==> src/rtl/pipelined_adder.sv <==
// Pipelined ripple-carry adder/subtractor: WIDTH bits split into STAGES chunks,
// with one chunk of carry resolved per cycle and a valid/ready handshake on both ends.
module pipelined_adder #(
    parameter int WIDTH  = 16,
    parameter int STAGES = 4
) (
    input  logic             clk,
    input  logic             rst_n,
    input  logic             in_valid,
    output logic             in_ready,
    input  logic [WIDTH-1:0] a,
    input  logic [WIDTH-1:0] b,
    input  logic             cin,
    input  logic             sub,
    output logic             out_valid,
    input  logic             out_ready,
    output logic [WIDTH-1:0] sum,
    output logic             cout,
    output logic             ovf
);
    localparam int C = WIDTH / STAGES;

    if ((WIDTH % STAGES) != 0 || WIDTH < STAGES) begin : g_param_check
        $error("pipelined_adder: WIDTH must be a multiple of STAGES and >= STAGES");
    end

    logic stall;
    logic ovf_reg;

    genvar gi;
    for (gi = 0; gi < STAGES; gi++) begin : g_stage
        logic             valid_reg;
        logic [WIDTH-1:0] a_reg;
        logic [WIDTH-1:0] b_reg;
        logic [WIDTH-1:0] sum_reg;
        logic             carry_reg;

        logic             src_valid;
        logic [WIDTH-1:0] src_a;
        logic [WIDTH-1:0] src_b;
        logic [WIDTH-1:0] src_sum;
        logic             src_carry;

        logic [C-1:0]     chunk_sum;
        logic             chunk_cout;
        logic             chunk_cmsb;
        logic [WIDTH-1:0] sum_next;

        // Stage 0 folds subtraction in: invert B and force the carry-in.
        if (gi == 0) begin : g_first
            assign src_valid = in_valid;
            assign src_a     = a;
            assign src_b     = sub ? ~b : b;
            assign src_sum   = '0;
            assign src_carry = sub ? 1'b1 : cin;
        end else begin : g_next
            assign src_valid = g_stage[gi-1].valid_reg;
            assign src_a     = g_stage[gi-1].a_reg;
            assign src_b     = g_stage[gi-1].b_reg;
            assign src_sum   = g_stage[gi-1].sum_reg;
            assign src_carry = g_stage[gi-1].carry_reg;
        end

        // Bit-serial ripple over this stage's chunk; chunk_cmsb is the carry into its top bit.
        always_comb begin
            logic c;
            c          = src_carry;
            chunk_cmsb = src_carry;
            chunk_sum  = '0;
            for (int i = 0; i < C; i++) begin
                chunk_cmsb   = c;
                chunk_sum[i] = src_a[gi*C+i] ^ src_b[gi*C+i] ^ c;
                c            = (src_a[gi*C+i] & src_b[gi*C+i]) |
                               (src_a[gi*C+i] & c) |
                               (src_b[gi*C+i] & c);
            end
            chunk_cout = c;
        end

        always_comb begin
            sum_next            = src_sum;
            sum_next[gi*C +: C] = chunk_sum;
        end

        // Bubbles carry their (don't-care) data too, so a stall freezes every register.
        always_ff @(posedge clk or negedge rst_n) begin
            if (!rst_n) begin
                valid_reg <= 1'b0;
                a_reg     <= '0;
                b_reg     <= '0;
                sum_reg   <= '0;
                carry_reg <= 1'b0;
            end else if (!stall) begin
                valid_reg <= src_valid;
                a_reg     <= src_a;
                b_reg     <= src_b;
                sum_reg   <= sum_next;
                carry_reg <= chunk_cout;
            end
        end

        if (gi == STAGES - 1) begin : g_last
            always_ff @(posedge clk or negedge rst_n) begin
                if (!rst_n) begin
                    ovf_reg <= 1'b0;
                end else if (!stall) begin
                    ovf_reg <= chunk_cmsb ^ chunk_cout;
                end
            end
        end

        // Operand bits past their chunk, and the MSB carry of inner stages, are dead by design.
        logic unused_bits;
        assign unused_bits = ^{src_a, src_b, src_sum, a_reg, b_reg, chunk_cmsb};
    end

    assign out_valid = g_stage[STAGES-1].valid_reg;
    assign sum       = g_stage[STAGES-1].sum_reg;
    assign cout      = g_stage[STAGES-1].carry_reg;
    assign ovf       = ovf_reg;

    assign stall    = out_valid & ~out_ready;
    assign in_ready = ~stall;

endmodule

==> config.mk <==
export PLATFORM = sky130hd
export DESIGN_NAME = pipelined_adder
export DESIGN_NICKNAME = d
export VERILOG_FILES = /design/src/rtl/pipelined_adder.sv
export SDC_FILE = /design/constraint.sdc
export NUM_CORES = 1
export LEC_CHECK = 0
export BUFFER_PORTS_ARGS = -buffer_cell sky130_fd_sc_hd__buf_2
export CELL_PAD_IN_SITES_DETAIL_PLACEMENT = 0
export CELL_PAD_IN_SITES_GLOBAL_PLACEMENT = 1
export CORE_AREA = 2 2 115 117
export DETAILED_ROUTE_END_ITERATION = 6
export DIE_AREA = 0 0 117 119
export PLACE_DENSITY_LB_ADDON = 0.1
export SLEW_MARGIN = 20
export SYNTH_ARGS = -nofsm -noshare
export SYNTH_HDL_FRONTEND = slang
export SYNTH_SLANG_ARGS = --single-unit
==> constraint.sdc <==
create_clock -name clk -period 4.19 [get_ports clk]
set_input_delay 0.419 -clock clk [delete_from_list [all_inputs] [get_ports clk]]
set_output_delay 0.419 -clock clk [all_outputs]
set_load 0.01 [all_outputs]
# Yosys cells after proc, flatten, opt, wreduce, memory -nomap -nowiden
# Index checks and enable logic that the tools add are counted.
# W data, S select, Z words.
# totals
register_bits,145
latchBits,0
mem_bits_rw,0
mem_bits_ro,0
out_inout_bits,20
n_memories,0
# classes
addsub,0
n_mul,0
div_mod_pow,0
n_lt_le_gt_ge,0
eq_ne,0
n_shift,0
muxes,2
bitwise_logic,117
n_reduce_logical,0
# ops
operator,n
$and A1 B1 Y1,49
$xor A1 B1 Y1,33
$or A1 B1 Y1,32
$mux W16,1
$not A16 Y16,1
$not A1 Y1,2
$mux W1,1

# Longest topological paths before layout
# Gate-level depths: netlist of the first run.
# logic_depth
word_depth,14
ltp_mapped,10

# Worst setup path after synthesis of the first run
# OpenSTA, ideal clock, no wires.
# synth_timing
path_kind,input-to-reg
start,in sub
end,reg g_stage[0].sum_reg[3]
arrival_time_ns,2.744
required_ns,4.065
path_slack_ns,1.321
stages,10
n_path_buf,2
cell_sequence,buf_2 > buf_2 > xor2_1 > fa_1 > inv_1 > fa_1 > fa_1 > inv_1 > fa_1 > mux2_2
# synth_between
elab_chain_len,11
# synth_rtl
element,line_no,source
start: declaration,14,"input logic sub,"
$mux W16 / $mux W1 (equally long branches),"53, 55",
"$and A1 B1 Y1, on equally long branches","73, 74",
$or A1 B1 Y1,73,c = (src_a[gi*C+i] & src_b[gi*C+i]) |
$or A1 B1 Y1,74,(src_a[gi*C+i] & c) |
$and A1 B1 Y1,74,
$or A1 B1 Y1,73,
$or A1 B1 Y1,74,
$and A1 B1 Y1,74,
$or A1 B1 Y1,73,
$or A1 B1 Y1,74,
$xor A1 B1 Y1 (*),72,chunk_sum[i] = src_a[gi*C+i] ^ src_b[gi*C+i] ^ c;
named net g_stage[0].chunk_sum[3],44,logic [C-1:0] chunk_sum;
end signal: assignment,97,sum_reg <= sum_next;
end: declaration,35,logic [WIDTH-1:0] sum_reg;
# Mark *: on every way through the listed nets, which the timed path passes. The rest lies on a longest branch.
# A chain may end at the register's enable or synchronous reset.

# Worst setup path in the final report of the first run
# Same ends and word-level chain as after synthesis.

==> run_results.csv, run 1 <==
group,metric,value,unit
placed_design,gp_congestion,0.713,
global_route,grt_overflow,0,
cells_and_area,layout.cells.most_common,"dfrtp_1",
power_and_ir_drop,swShare,0.290,
setup_path,critPathArrivalTime,2640,ps
drt,drtIter0Drc,89,
timing,tns,0,ps
global_route,grt.total_usage,0.122,
setup_path,r2r-start,"g_stage[2].a_reg[12]$_DFFE_PN0N_",
cells_and_area,diodes,0,
drt,drt_wl_total,7580,µm
drt,dr.pass1.iters,3,
yosys,synth_top_cell_area_share,0.557,
yosys,ys_top_cells_by_area,"dfrtp_1, mux2_4, mux2_2, fa_1, xor2_1",
timing,finalSetupViolations,0,
yosys,avgSynthCellArea,15.7,µm²
placed_design,io_buffers,57,
run,cap_violations,0,
power_and_ir_drop,powerDensity,737,nW/µm²
cells_and_area,drive_gt1_frac,0.476,
power_and_ir_drop,intPower,2670,µW
floorplanning,rows,42,
timing,max-slew-margin-rel,0.361,
placed_design,dpl.cell_count,500,
yosys,ys_warn_count,0,
timing,rsz0062_at_grt,"no",
yosys,synth_fp_nets,331,
cells_and_area,nets,389,
clock_network,cts_buffers,9,
clock_network,cts_root_buf,"clkbuf_16",
drt,ant_nets,0,
timing,slew_violations,0,
floorplanning,dieArea,13900,µm²
clock_network,cts_resized,0,
floorplanning,initial_core_util,0.338,
floorplanning,die_w,117,µm
timing,skew,5.81,ps
yosys,syn_inst,277,
floorplanning,core_region_area,12900,µm²
clock_network,h-tree-depth,3,
floorplanning,io_pins,58,
global_route,grt_max_degree,74,
global_route,antenna_found_initial,0,
cells_and_area,final_cell_mix,"dfrtp_1, buf_2, mux2_2, mux2_4, inv_1",
timing,fmax,416,MHz
power_and_ir_drop,p_sw,1090,µW
outcome,status,"finished clean",
power_and_ir_drop,power_leakage,0.00239,µW
setup_path,r2r_cells,9,
drt,wl_per_cell,14.7,µm
timing,fin_crit,2400,ps
placed_design,hpwl,4770,µm
yosys,ys_seq_elements,97,
clock_network,hold_buffers,0,
clock_network,clock-sinks,97,
cells_and_area,multi_input_area,1720,µm²
worst_hold_path,hp-class,"in2async",
power_and_ir_drop,p_comb_frac,0.339,
floorplanning,die_h,119,µm
setup_path,crit_required,4420,ps
clock_network,cts_max_path_buffers,2,
global_route,grt_pass1_vias,2377,
power_and_ir_drop,seq_power_share,0.423,
clock_network,postCtsSetupBuffers,0,
setup_path,crit_type,"in2reg",
clock_network,cts_tree,"done",
drt,drc,0,
timing,max_slew.worst_pin.slew,958,ps
yosys,yosys.area.top_type,"dfrtp_1",
power_and_ir_drop,clockPowerShare,0.238,
clock_network,clkLatencyLatePin,340,ps
yosys,netlist_area,4360,µm²
setup_path,cp-end-kind,"register",
timing,fin_crit_sh,0.574,
yosys,yosysUniqueCellTypes,17,
drt,vias,2247,
setup_path,r2r-end,"ovf$_DFFE_PN0N_",
power_and_ir_drop,peakVddDrop,0.253,mV
setup_path,startpoint_type,"input pin",
cells_and_area,area_growth,17.3,%
global_route,grt_first_pass_wirelength,12500,µm
yosys,yosysSeqAreaShare,0.557,
setup_path,worstPathMaxFanout,15,
cells_and_area,seq_area,2430,µm²
cells_and_area,final_cells,516,
timing,final_hold_viol_count,0,
clock_network,cts.reportedPaths.clkPinSlew,70,ps
drt,avgViaCountPerCell,4.35,
cells_and_area,fillers,1228,
setup_path,r2r_setup_slack,1910,ps
per-layer routing:
| metal | global-route usage | vias to the layer above | routed length (µm) |
|---|---|---|---|
| li1 | - | 1042 | - |
| met1 | 0.168 | 1152 | 3740 |
| met2 | 0.178 | 41 | 3400 |
| met3 | 0.0285 | 12 | 257 |
| met4 | 0.0596 | 0 | 180 |
| met5 | 0 | - | 0 |
critical path, stage by stage:
cell	delay [ps]
buf_2	170
buf_4	330
xnor2_1	160
fa_1	430
fa_1	360
inv_1	80
fa_1	410
mux2_2	270
layout make-up:
class                           count  area share
Clock buffer                       11      0.0495
Clock inverter                      5      0.0152
Inverter                           26      0.0201
Multi-Input combinational cell    141       0.336
Sequential cell                    97       0.475
Tap cell                          176      0.0431
Timing Repair Buffer               60      0.0607
kinds of logic after synthesis:
logic type | share of synthesized area
compound gates | 0.0103
fa+ha+maj | 0.0735
mux | 0.255
simple gates | 0.0204
flops | 0.557
buf+inv | 0.0494
xor+xnor | 0.0342
worst max-delay path by stage:
stage,start,endpoint,slack (ps),cells after the start
2_1_floorplan,sub,g_stage[0].sum_reg[3]$_DFFE_PN0N_,1320,10
3_3_place_gp,sub,g_stage[0].sum_reg[3]$_DFFE_PN0N_,1490,8
3_5_place_dp,sub,g_stage[0].sum_reg[3]$_DFFE_PN0N_,1430,8
4_1_cts,sub,g_stage[0].sum_reg[3]$_DFFE_PN0N_,1800,8
5_1_grt,sub,g_stage[0].sum_reg[3]$_DFFE_PN0N_,1730,8
6_report,sub,g_stage[0].sum_reg[3]$_DFFE_PN0N_,1790,8
per-stage QoR:
stage | hold slack (ps) | setup WS, ps | total power (µW) | utilization | cell area, µm²
finish | 193 | 1790 | 3770 | 0.397 | 5110
global route | 282 | 1730 | 4070 | 0.397 | 5110
CTS | 270 | 1800 | 3850 | 0.397 | 5110
detailed placement | 441 | 1430 | 2930 | 0.371 | 4780
global placement | 441 | 1490 | 2900 | 0.371 | 4780
floorplan | 123 | 1320 | 2590 | - | 4360
synthesized netlist by cell type, drive strengths merged:
library cell / instances
dfrtp: 97
mux2: 83
inv: 26
fa: 16
buf: 13
xor2: 12
a21oi: 9
nor3b: 9
xnor2: 5
mux2i: 4
nand2b: 1
nor2b: 1
or2: 1
power groups by stage:
| stage | clock, µW | sequential (µW) | combinational [µW] |
|---|---|---|---|
| after CTS | 931 | 1600 | 1310 |
| final | 897 | 1590 | 1280 |
| after global routing | 968 | 1650 | 1450 |
| after detailed placement | 0 | 1620 | 1310 |
| after floorplan | 0 | 1590 | 993 |
| after global placement | 0 | 1610 | 1290 |
(Power assumes the default switching activity.)
==> run 2: changes to the inputs <==
- clock period: 4.19 -> 1.9 ns (I/O delays scaled with it)
==> run 2 against run 1 <==
  * The flow now finishes with violations (setup timing)
  * Clock power increased by 110%
  * Hold slack got worse by 120 ps
  * Critical endpoint is now ovf$_DFFE_PN0N_
  * Register-to-register slack got worse by 2100 ps
  * Die area unchanged
  * Critical path type is now reg2reg
==> run_results.csv, run 2 (synthesis results as in run 1) <==
group,metric,value,unit
outcome,status,"complete, but fails checks",
outcome,violations,"setup timing",
setup_path,crit_path_cell_trace,"inv_2 > fa_2 > inv_2 > fa_2 > fa_2 > inv_2 > fa_2 > xnor2_1 > mux2_4",
drt,drtIter0Drc,102,
floorplanning,dieArea,13900,µm²
timing,max-slew-margin-rel,0.699,
drt,dr.pass1.iters,4,
timing,fin_crit_sh,1.12,
floorplanning,rows,42,
setup_path,cpMostUsedCell,"fa_2",
placed_design,gp_congestion,0.662,
cells_and_area,drive_gt1_frac,0.584,
timing,rsz0062_at_grt,"yes",
clock_network,clkLatencyLatePin,340,ps
drt,ant_nets,0,
timing,fin_crit,2120,ps
setup_path,critPathArrivalTime,2350,ps
timing,fin_ws,-219,ps
cells_and_area,diodes,0,
cells_and_area,utilization,0.414,
setup_path,crit_type,"reg2reg",
setup_path,crit_required,2130,ps
floorplanning,initial_core_util,0.338,
timing,skew,4.97,ps
placed_design,io_buffers,57,
setup_path,crit_start,"g_stage[2].a_reg[12]$_DFFE_PN0N_",
setup_path,crit_buf_inv,3,
drt,wl_per_cell,14.8,µm
drt,drt_wl_total,7890,µm
cells_and_area,final_cell_mix,"dfrtp_1, buf_2, mux2_2, mux2_4",
clock_network,cts_tree,"done",
global_route,antenna_found_initial,0,
timing,finalSetupViolations,4,
clock_network,cts_root_buf,"clkbuf_16",
global_route,grt_max_degree,44,
clock_network,cts_max_path_buffers,2,
cells_and_area,fillers,1240,
floorplanning,core_region_area,12900,µm²
setup_path,slowest_stage,"fa_2",
worst_hold_path,hp-start,"a[10]",
clock_network,cts.reportedPaths.clkPinSlew,60,ps
clock_network,h-tree-depth,3,
global_route,grt_pass1_vias,2482,
power_and_ir_drop,powerDensity,1610,nW/µm²
drt,vias,2275,
drt,avgViaCountPerCell,4.28,
timing,max_slew.worst_pin.slew,452,ps
setup_path,startpoint_type,"register",
setup_path,cpLargestDelayFamily,"adder cells",
drt,drc,0,
run,cap_violations,0,
cells_and_area,area_growth,22.5,%
global_route,grt_overflow,0,
global_route,grt_first_pass_wirelength,13200,µm
setup_path,cp-end-kind,"register",
placed_design,dp_slack,-394,ps
clock_network,cts_buffers,9,
placed_design,dpl.cell_count,512,
placed_design,hpwl,5170,µm
cells_and_area,layout.cells.most_common,"dfrtp_1",
floorplanning,die_h,119,µm
floorplanning,die_w,117,µm
timing,slew_violations,0,
global_route,grt.total_usage,0.129,
cells_and_area,final_cells,532,
cells_and_area,nets,405,
setup_path,worstPathMaxFanout,2,
floorplanning,io_pins,58,
clock_network,clock-sinks,97,
timing,fmax,472,MHz
timing,tns,-675,ps
timing,final_hold_viol_count,0,
power_and_ir_drop,power_leakage,0.00246,µW
setup_path,cp_slowest_stage_delay,370,ps
setup_path,r2r-start,"g_stage[2].a_reg[12]$_DFFE_PN0N_",
worst_hold_path,hp-class,"in2reg",
power_and_ir_drop,peakVddDrop,0.682,mV
[run 2: path summary, 6_finish.rpt]
check	endpoint	slack (ps)	cells after the start
min in group asynchronous	sum[0]$_DFFE_PN0N_	340	2
hold reg to reg	out_valid$_DFFE_PN0N_	470	1
hold / removal	g_stage[0].a_reg[10]$_DFFE_PN0N_	70	2
setup reg to reg	ovf$_DFFE_PN0N_	-220	9
max in group asynchronous	g_stage[0].b_reg[15]$_DFFE_PN0N_	970	3
setup / recovery	ovf$_DFFE_PN0N_	-220	9
[run 2: report_power, final]
group          switching [µW]  internal, µW  total [µW]  leakage, µW
combinational            1280          1950        3230      0.00119
clock                     748          1130        1880     0.000153
sequential                496          3000        3500      0.00112
total                    2520          6090        8610      0.00246
[run 2: stage by stage]
step	hold WS, ps	instance area (µm²)	power, µW
floorplan	-106	4410	5770
global placement	176	4970	6620
detailed placement	179	4970	6720
CTS	57.1	5300	8720
global route	67.4	5330	9290
finish	73.4	5330	8610
[run 2: repair_timing]
item / CTS / global route
endpoints found under the hold margin: 29 / 0
pin swaps: 5 / 3
gates resized for setup: 12 / 7
hold buffers: 1 / 0
buffers inserted: 1 / 2
endpoints found under the setup margin: 9 / 10
[run 2: per-layer routing]
| metal | vias to the layer above | global-route usage | share of wire |
|---|---|---|---|
| met5 | - | 0 | 0 |
| met4 | 0 | 0.0441 | 0.014 |
| met3 | 7 | 0.0499 | 0.047 |
| met2 | 44 | 0.189 | 0.47 |
| met1 | 1157 | 0.176 | 0.47 |
| li1 | 1067 | - | - |
[run 2: layout make-up]
class	instances	area, µm²	share of cell area
clock buffers	14	274	0.0514
clock inverters	2	35.0	0.00657
inverters	26	103	0.0192
multi-input cells	141	1780	0.333
flip-flops and latches	97	2430	0.455
well taps	176	220	0.0413
repair buffers	76	498	0.0934
==> run 3: changes to the inputs <==
- CELL_PAD_IN_SITES_DETAIL_PLACEMENT: 0 -> 1
- CELL_PAD_IN_SITES_GLOBAL_PLACEMENT: 1 -> 2
==> run 3 against run 2 <==
  * First-iteration DRC count down 13%
  * Clock skew up 1.1 ps
  * Clock power increased by 6%
  * The flow still finishes with violations (setup timing)
  * Highest routed layer unchanged
  * Sequential power about the same
==> run_results.csv, run 3 (synthesis results as in run 1) <==
group,metric,value,unit
floorplanning,die_w,117,µm
timing,max-slew-margin-rel,0.644,
global_route,grt_max_degree,98,
cells_and_area,layout.cells.most_common,"dfrtp_1",
drt,wl_per_cell,15.4,µm
setup_path,startpoint_type,"register",
setup_path,r2r-end,"g_stage[1].sum_reg[7]$_DFFE_PN0N_",
setup_path,crit_required,2170,ps
setup_path,r2r_setup_slack,-200,ps
setup_path,worstPathMaxFanout,2,
timing,slew_violations,0,
timing,fin_crit,2100,ps
setup_path,critPathArrivalTime,2370,ps
drt,avgViaCountPerCell,4.39,
placed_design,gp_congestion,0.668,
global_route,grt.total_usage,0.131,
timing,finalSetupViolations,4,
floorplanning,dieArea,13900,µm²
timing,final_hold_viol_count,0,
power_and_ir_drop,p_total,8760,µW
worst_hold_path,holdPathEnd,"g_stage[0].a_reg[9]$_DFFE_PN0N_",
setup_path,r2r-start,"g_stage[0].a_reg[4]$_DFFE_PN0N_",
placed_design,hpwl,5500,µm
clock_network,cts_tree,"done",
setup_path,r2r_cells,8,
placed_design,dpl_cell_area,4960,µm²
setup_path,crit_type,"reg2reg",
global_route,grt_overflow,0,
clock_network,h-tree-depth,3,
worst_hold_path,hp-class,"in2reg",
clock_network,cts_max_path_buffers,2,
drt,vias,2345,
worst_hold_path,worstHoldPathCells,2,
power_and_ir_drop,powerDensity,1640,nW/µm²
timing,tns,-686,ps
power_and_ir_drop,peakVddDrop,0.669,mV
cells_and_area,area_growth,22.8,%
floorplanning,rows,42,
drt,drtIter0Drc,89,
timing,fin_crit_sh,1.11,
cells_and_area,drive_gt1_frac,0.589,
cells_and_area,diodes,0,
drt,drt_wl_total,8200,µm
drt,dr.pass1.iters,2,
timing,fin_ws,-204,ps
floorplanning,die_h,119,µm
run,cap_violations,0,
cells_and_area,fin_area,5350,µm²
timing,max_slew.worst_pin.slew,534,ps
cells_and_area,final_cell_mix,"dfrtp_1, buf_2, mux2_2, mux2_4, buf_4",
floorplanning,initial_core_util,0.338,
floorplanning,io_pins,58,
power_and_ir_drop,power_leakage,0.00247,µW
floorplanning,core_region_area,12900,µm²
clock_network,cts_root_buf,"clkbuf_16",
setup_path,crit_path_cell_trace,"inv_2 > fa_2 > inv_2 > fa_2 > fa_2 > inv_2 > fa_1 > a21oi_2",
clock_network,clkLatencyLatePin,340,ps
placed_design,io_buffers,57,
clock_network,cts.reportedPaths.clkPinSlew,70,ps
setup_path,slowest_stage,"fa_1",
outcome,violations,"setup timing",
timing,rsz0062_at_grt,"yes",
timing,fmax,475,MHz
setup_path,cp-end-kind,"register",
global_route,antenna_found_initial,0,
global_route,grt_first_pass_wirelength,13800,µm
clock_network,cts_buffers,9,
timing,skew,6.11,ps
cells_and_area,nets,407,
drt,drc,0,
drt,ant_nets,0,
setup_path,cp_slowest_stage_delay,420,ps
clock_network,clock-sinks,97,
global_route,grt_pass1_vias,2558,
worst_hold_path,hp-start,"a[9]",
outcome,status,"complete, but fails checks",
run 3: area by class of cell:
type                            count  area (µm²)
Clock buffer                       11         253
Clock inverter                      5        77.6
Fill cell                        1339        7530
Inverter                           26         103
Multi-Input combinational cell    141        1770
Sequential cell                    97        2430
Tap cell                          176         220
Timing Repair Buffer               78         492
run 3: metal layers:
layer  track usage  share of wire  up-vias
met2         0.198           0.47       36
met5             0              0        -
li1              -              -     1065
met1         0.184           0.49     1236
met3        0.0254          0.026        8
met4        0.0551          0.018        0
run 3: how the worst max path moves through the flow:
stage,start,endpoint,slack [ps],depth (start not counted)
floorplan,sub,g_stage[0].sum_reg[3]$_DFFE_PN0N_,-460,10
global placement,sub,g_stage[0].sum_reg[3]$_DFFE_PN0N_,-430,9
detailed placement,sub,g_stage[0].sum_reg[3]$_DFFE_PN0N_,-470,9
CTS,g_stage[2].carry_reg$_DFFE_PN0N_,ovf$_DFFE_PN0N_,-250,9
global route,g_stage[0].a_reg[4]$_DFFE_PN0N_,g_stage[1].sum_reg[7]$_DFFE_PN0N_,-290,8
finish,g_stage[0].a_reg[4]$_DFFE_PN0N_,g_stage[1].sum_reg[7]$_DFFE_PN0N_,-200,8
run 3: critical path: cells and delay by family, from the launching register on:
family	cells	cell delay, ps
DFF	1	390
buffers and inverters	3	180
adders and majority gates	4	1340
AOI/OAI and AO/OA	1	140
run 3: power by group:
part           switching, µW  internal, µW  leakage, µW
clock                    779          1220     0.000162
combinational           1310          1950      0.00119
sequential               500          3000      0.00112
run 3: timing repair:
action / 4_1_cts / 5_1_grt
endpoints found under the setup margin: 11 / 9
setup buffers: 1 / 2
hold buffers: 1 / 0
hold endpoints to repair: 97 / 0
pin swaps: 6 / 2
resized for setup: 13 / 5
run 3: through the flow:
stage | std cells | util | hold WS [ps] | worst slack, ps
after floorplan | 277 | - | -106 | -461
after global placement | 514 | 0.385 | 301 | -435
after detailed placement | 514 | 0.385 | 300 | -469
after CTS | 532 | 0.413 | 60.8 | -246
after global routing | 534 | 0.415 | 63.7 | -287
final | 534 | 0.415 | 76.1 | -204
